==> config.mk <==
export PLATFORM = sky130hd
export DESIGN_NAME = adder_nibble_seq
export DESIGN_NICKNAME = d
export VERILOG_FILES = /design/src/rtl/adder_nibble_seq.sv
export SDC_FILE = /design/constraint.sdc
export NUM_CORES = 1
export LEC_CHECK = 0
export BUFFER_PORTS_ARGS = -buffer_cell sky130_fd_sc_hd__clkbuf_2
export CAP_MARGIN = 20
export CORE_MARGIN = 2
export CORE_UTILIZATION = 30
export CTS_CLUSTER_DIAMETER = 40
export CTS_CLUSTER_SIZE = 25
export DETAILED_ROUTE_END_ITERATION = 7
export PLACE_DENSITY = 0.5
export SYNTH_ARGS = -nofsm -noshare
export SYNTH_HDL_FRONTEND = slang
export SYNTH_SLANG_ARGS = --single-unit
==> constraint.sdc <==
create_clock -name CLK -period 2.6 [get_ports CLK]
set_input_delay 0.52 -clock CLK [delete_from_list [all_inputs] [get_ports CLK]]
set_output_delay 0.52 -clock CLK [all_outputs]
set_load 0.005 [all_outputs]
==> src/rtl/adder_nibble_seq.sv <==
// Wide adder that time-multiplexes one external 4-bit ripple adder, one nibble per clock, LSB first.
// Optional ADDER_NIBBLE_SEQ_SUB_EN adds a SUB input giving OPA - OPB via ~OPB and carry-in 1.
module adder_nibble_seq #(
  parameter int NIBBLES = 4,
  localparam int W = 4 * NIBBLES,
  localparam int IW = $clog2(NIBBLES)
) (
  input  logic         CLK,
  input  logic         RST,
  input  logic         START,
  input  logic [W-1:0] OPA,
  input  logic [W-1:0] OPB,
  input  logic         CIN,
`ifdef ADDER_NIBBLE_SEQ_SUB_EN
  input  logic         SUB,
`endif
  output logic [W-1:0] SUM,
  output logic         COUT,
  output logic         BUSY,
  output logic         DONE,
  output logic [3:0]   ADD_A,
  output logic [3:0]   ADD_B,
  output logic         ADD_C0,
  input  logic [3:0]   ADD_F,
  input  logic         ADD_C4
);

  typedef enum logic {IDLE, RUN} state_t;

  localparam logic [IW-1:0] LAST = IW'(NIBBLES - 1);

  state_t        state, state_nx;
  logic [W-1:0]  opa_q, opb_q;
  logic [W-5:0]  acc_q;
  logic [IW-1:0] idx_q;
  logic          carry_q;
  logic [W-1:0]  sum_q;
  logic          cout_q, busy_q, done_q;
  logic          sub_q;
  logic          carry_init;

`ifdef ADDER_NIBBLE_SEQ_SUB_EN
  always_ff @(posedge CLK or posedge RST) begin
    if (RST) sub_q <= 1'b0;
    else if (state == IDLE && START) sub_q <= SUB;
  end
  // Subtraction forces carry-in to 1 so that ~OPB + 1 forms the two's complement.
  assign carry_init = SUB ? 1'b1 : CIN;
`else
  assign sub_q      = 1'b0;
  assign carry_init = CIN;
`endif

  always_ff @(posedge CLK or posedge RST) begin
    if (RST) state <= IDLE;
    else     state <= state_nx;
  end

  always_comb begin
    state_nx = state;
    ADD_A    = 4'h0;
    ADD_B    = 4'h0;
    ADD_C0   = 1'b0;
    case (state)
      IDLE: begin
        if (START) state_nx = RUN;
      end
      RUN: begin
        ADD_A  = opa_q[4*int'(idx_q) +: 4];
        ADD_B  = opb_q[4*int'(idx_q) +: 4] ^ {4{sub_q}};
        ADD_C0 = carry_q;
        if (idx_q == LAST) state_nx = IDLE;
      end
      default: state_nx = IDLE;
    endcase
  end

  always_ff @(posedge CLK or posedge RST) begin
    if (RST) begin
      opa_q   <= '0;
      opb_q   <= '0;
      acc_q   <= '0;
      idx_q   <= '0;
      carry_q <= 1'b0;
      sum_q   <= '0;
      cout_q  <= 1'b0;
      busy_q  <= 1'b0;
      done_q  <= 1'b0;
    end else begin
      done_q <= 1'b0;
      case (state)
        IDLE: begin
          if (START) begin
            opa_q   <= OPA;
            opb_q   <= OPB;
            carry_q <= carry_init;
            idx_q   <= '0;
            busy_q  <= 1'b1;
          end
        end
        RUN: begin
          carry_q <= ADD_C4;
          if (idx_q == LAST) begin
            // Top nibble goes straight to SUM; acc only ever holds the lower slices.
            sum_q  <= {ADD_F, acc_q};
            cout_q <= ADD_C4;
            done_q <= 1'b1;
            busy_q <= 1'b0;
          end else begin
            acc_q[4*int'(idx_q) +: 4] <= ADD_F;
            idx_q <= idx_q + 1'b1;
          end
        end
        default: ;
      endcase
    end
  end

  assign SUM  = sum_q;
  assign COUT = cout_q;
  assign BUSY = busy_q;
  assign DONE = done_q;

endmodule

# [After elaboration in Yosys (flattened, before gate mapping)]
# Cells that the tools add are included.
[classes] n_mux=17 reduce_logical=5 n_eq_ne=4 n_addsub=2 bitwise=2 shift=4
[op_table] cell="$neg A4 Y33" count=1
[op_table] cell="$shift A4 B33 Y12 const A" count=1
[op_table] cell="$shiftx A4 B33 Y12" count=1
[op_table] cell="$shiftx A16 B5 Y4" count=2
[op_table] cell="$bwmux W12" count=1
[op_table] cell="$reduce_and A2 Y1" count=5
[op_table] cell="$mux W1" count=8
[op_table] cell="$mux W4" count=2
[op_table] cell="$pmux W1 S2" count=3
[op_table] cell="$mux W2" count=2
[op_table] cell="$ne A2 B2 Y1 const B" count=2
[op_table] cell="$pmux W2 S2" count=1
[op_table] cell="$add A2 B1 Y2 const B" count=1
[op_table] cell="$eq A2 B2 Y1 const B" count=1
[op_table] cell="$ne A2 B1 Y1 const B" count=1
[op_table] cell="$not A1 Y1" count=2
[totals] output_inout_bits=28 regBits=67 input_bits=41 word_cells=44

# [Longest topological paths before layout]
[logic_depth] ltp_word=3 depth_mapped=7 mapped_depth_nobuf=5

# [Worst setup path after synthesis]
# OpenSTA, ideal clock, no wires.
[synth_timing] path_kind="register to register" from="register idx_q[0]" to="register acc_q[10]" path_stages_with_launch=8 arrival_time_ns=1.630 synth_period_minus_slack_ns=1.714 setup_time_ns=0.084 setup_slack_ns=0.886 path_buffers=2 t_required_ns=2.516 path_cell_list="dfrtp_1 > buf_4 > buf_6 > inv_1 > ha_1 > nor4b_2 > nand2_1 > o21ai_0"
[synth_between] elab_chain_cells=3 elab_cells_between_ends=7 classes_between="add/sub (1); eq/ne (1); shift (2); mux (1); bitwise (1); reduce/logical (1)"
[synth_rtl] element="from (decl)" line="35" rtl="logic [IW-1:0] idx_q;"
[synth_rtl] element="from (signal assigned)" line="111" rtl="idx_q <= idx_q + 1'b1;"
[synth_rtl] element="$neg A4 Y33 / $eq A2 B2 Y1 (equally long branches)" line="110, 103"
[synth_rtl] element="$shiftx A4 B33 Y12, or another cell as far along" line="110" rtl="acc_q[4*int'(idx_q) +: 4] <= ADD_F;"
[synth_rtl] element="$bwmux W12 / $reduce_and A2 Y1 (equally long branches)"
[synth_rtl] element="to (signal assigned)" line="82" rtl="acc_q <= '0;"
[synth_rtl] element="to (signal, indexed assignment)" line="110"
[synth_rtl] element="to (decl)" line="34" rtl="logic [W-5:0] acc_q;"
# Several ways; a longest one is shown, not always the timed one.
# A chain may end at the register's enable or synchronous reset.

# [Worst setup path in the final report]
[layout_timing] from="register state" to="output ADD_B[2]"
[layout_between] elab_chain_cells=1
[layout_rtl] element="from (decl)" line="32" rtl="state_t state, state_nx;"
[layout_rtl] element="from (signal assigned)" line="56" rtl="else state <= state_nx;"
[layout_rtl] element="$mux W4" line="64" rtl="case (state)"
[layout_rtl] element="to (decl)" line="22" rtl="output logic [3:0] ADD_B,"
# Every way passes these cells.

==> run_results.csv <==
group,metric,value,unit
outcome,status,"finished, final reports clean",
routing,vias,1850,
place,gp_congestion,0.676,
timing,final_max_slew_viol_count,0,
timing,skew,6.01,ps
yosys,synth_area,2890,um2
routing,drtIter0Drc,50,
timing,hold_slack,208,ps
yosys,ys.warnings.count,0,
worst_setup_path,crit_required,2080,ps
timing,max-slew-margin-rel,0.640,
clock_tree,htree_levels,3,
clock_tree,cts_hold_buffers,0,
timing,setup_tns,0,ps
worst_setup_path,critical_path.top_delay_family,"flip-flops",
timing,hold_viol,0,
timing,fin_crit_sh,0.861,
pwr,p_leak,1.75,nW
layout,stdcell_count,418,
clock_tree,cts-buffers-inserted,9,
routing,via_per_inst,4.43,
routing,drt-total-wl,5700,um
grt,grt_max_degree,68,
pwr,power_density,1160,nW/um2
worst_setup_path,crit_start,"state$_DFF_PP0_",
pwr,peakVddDrop,0.000471,V
timing,worstMarginPinSlew,539,ps
worst_setup_path,worstReg2RegStart,"state$_DFF_PP0_",
die,die_y,102,um
grt,grtUsageTotal,0.120,
layout,nets,331,
timing,grt_setup_unrepaired,"no",
layout,diodes,0,
place,dp.cells,403,
worst_setup_path,slowest_stage,"dfrtp_1",
timing,min_period,2240,ps
routing,drc,0,
worst_setup_path,worstRegToRegCells,3,
place,dpl.hpwl,3950,um
worst_setup_path,worstSetupStartpointType,"register",
worst_setup_path,critPathBufInv,1,
worst_setup_path,worstSetupPathType,"reg2out",
flow_run,drv_cap,0,
grt,grt_pass1_vias,1936,
die,start_util,0.312,
layout,fin_util,0.384,
routing,first_pass_iters,4,
timing,setup_viol,0,
worst_setup_path,r2r_setup_slack,860,ps
worst_setup_path,worst_setup_path_end_kind,"output port",
worst_hold_path,hold_path_class,"in2async",
die,die_x,102,um
clock_tree,postCtsSetupRepairBufs,0,
die,rows,35,
worst_setup_path,crit_fanout,11,
worst_setup_path,worstPathCellList,"nand2_1 -> o22ai_1 -> clkbuf_2",
yosys,netlist_instances,211,
worst_setup_path,slowest_delay,590,ps
yosys,synth.net_count,257,
routing,wl_per_cell,13.6,um
grt,grt_pass1_wl,9490,um
clock_tree,insertion_delay,340,ps
layout,area_delta_synth_final,23.3,%
pwr,power,4.15,mW
layout,final_cell_mix,"clkbuf_2, dfrtp_1, mux2_2",
die,io_pins,69,
yosys,synth_area_per_cell,13.7,um2
place,io_buffers,68,
layout,num-fill-cells,963,
yosys,yosysSeqAreaShare,0.580,
die,die_area,10400,um2
grt,overflow,0,
layout,layout_commonest_cell,"clkbuf_2",
layout,drive_above_1_share,0.453,
routing,drt.antenna.violating_nets,0,
worst_setup_path,cp.arrival,1720,ps
timing,max_freq,447,MHz
die,core,9280,um2
clock_tree,cts.sinks,67,
yosys,synth.distinct_cells,25,
clock_tree,root_buffer,"clkbuf_8",
grt,antenna_found_initial,0,
clock_tree,clk_pin_slew_worst_paths,70,ps
yosys,synth-seq-cells,67,
worst_setup_path,regToRegEndpoint,"opb_q[3]$_DFFE_PP0P_",
clock_tree,cts_resized,0,
clock_tree,clk_path_buf_depth,2,
clock_tree,cts_tree,"yes",
## cells by family after synthesis
family                   synth area share
AND/OR/NAND/NOR                    0.0657
adder cells (fa/ha/maj)            0.0216
AO/OA/AOI/OAI                      0.0493
flip-flops                          0.580
multiplexers                        0.250
buffers and inverters              0.0342
## Yosys cell counts
master      n  share of area
dfrtp_1    67           0.58
buf_6       5          0.019
mux2_2     42           0.16
buf_4       2         0.0052
and2b_1     1         0.0026
o21ai_0    10          0.017
o22ai_1     8          0.017
a22o_1      4          0.012
nand4bb_1   1         0.0039
nand2_1    21          0.027
nor4b_2     1         0.0052
mux2i_1    17          0.059
nor2_1      4         0.0052
nor3_1      1         0.0017
buf_2       1         0.0017
nand3b_1    2         0.0052
nand2_4     1         0.0039
and2_1      1         0.0022
inv_1       6         0.0078
ha_1        5          0.022
a21o_1      1         0.0026
nand2b_1    1         0.0022
nor2b_1     1         0.0022
mux2_1      7          0.027
and4bb_2    1         0.0043
## cell type report
cell class,count,area (um2),area share
inverters,6,22.5,0.00631
clock buffers,13,159,0.0445
multi-input cells,130,1120,0.315
flip-flops and latches,67,1680,0.470
repair buffers,71,388,0.109
clock inverters,2,35.0,0.00982
well taps,129,161,0.0452
## sequential cells by signal, summed over array words and instances (netlist names)
register and flops:
BUSY 1, COUT 1, DONE 1, SUM 16, acc_q 12, carry_q 1
idx_q 2, opa_q 16, opb_q 16, state 1
## power by group
part | switching (mW) | internal, mW | total (mW) | leakage (nW)
Sequential | 0.254 | 1.49 | 1.75 | 0.837
Combinational | 0.708 | 0.826 | 1.53 | 0.809
Clock | 0.375 | 0.490 | 0.865 | 0.0995
## layer usage
layer / up-vias / share of wire / global-route usage
li1: 891 / - / -
met3: 9 / 0.076 / 0.0520
met1: 888 / 0.47 / 0.155
met4: 0 / 0.012 / 0.0400
met5: - / 0 / 0
met2: 62 / 0.44 / 0.181
## worst register-to-register path, cell delays in order, from the launching register on
cell and delay (ps):
dfrtp_1 530, nor2b_4 510, buf_12 240, mux2_2 350
## through the flow
stage          instance area [um2]  setup slack, ps
3_3_place_gp                  3370              745
5_1_grt                       3570              196
6_report                      3570              362
2_1_floorplan                 2890              397
3_5_place_dp                  3370              699
4_1_cts                       3570              295
## worst max-delay path by stage
stage                        to  slack (ps)  cells past startpoint
3_3_place_gp           ADD_A[2]         740                      3
4_1_cts                ADD_B[2]         300                      3
6_report               ADD_B[2]         360                      3
5_1_grt                ADD_B[2]         200                      3
3_5_place_dp           ADD_B[2]         700                      3
2_1_floorplan  BUSY$_DFFE_PP0P_         400                      1
Note: power is estimated with default switching activity, not from simulation.
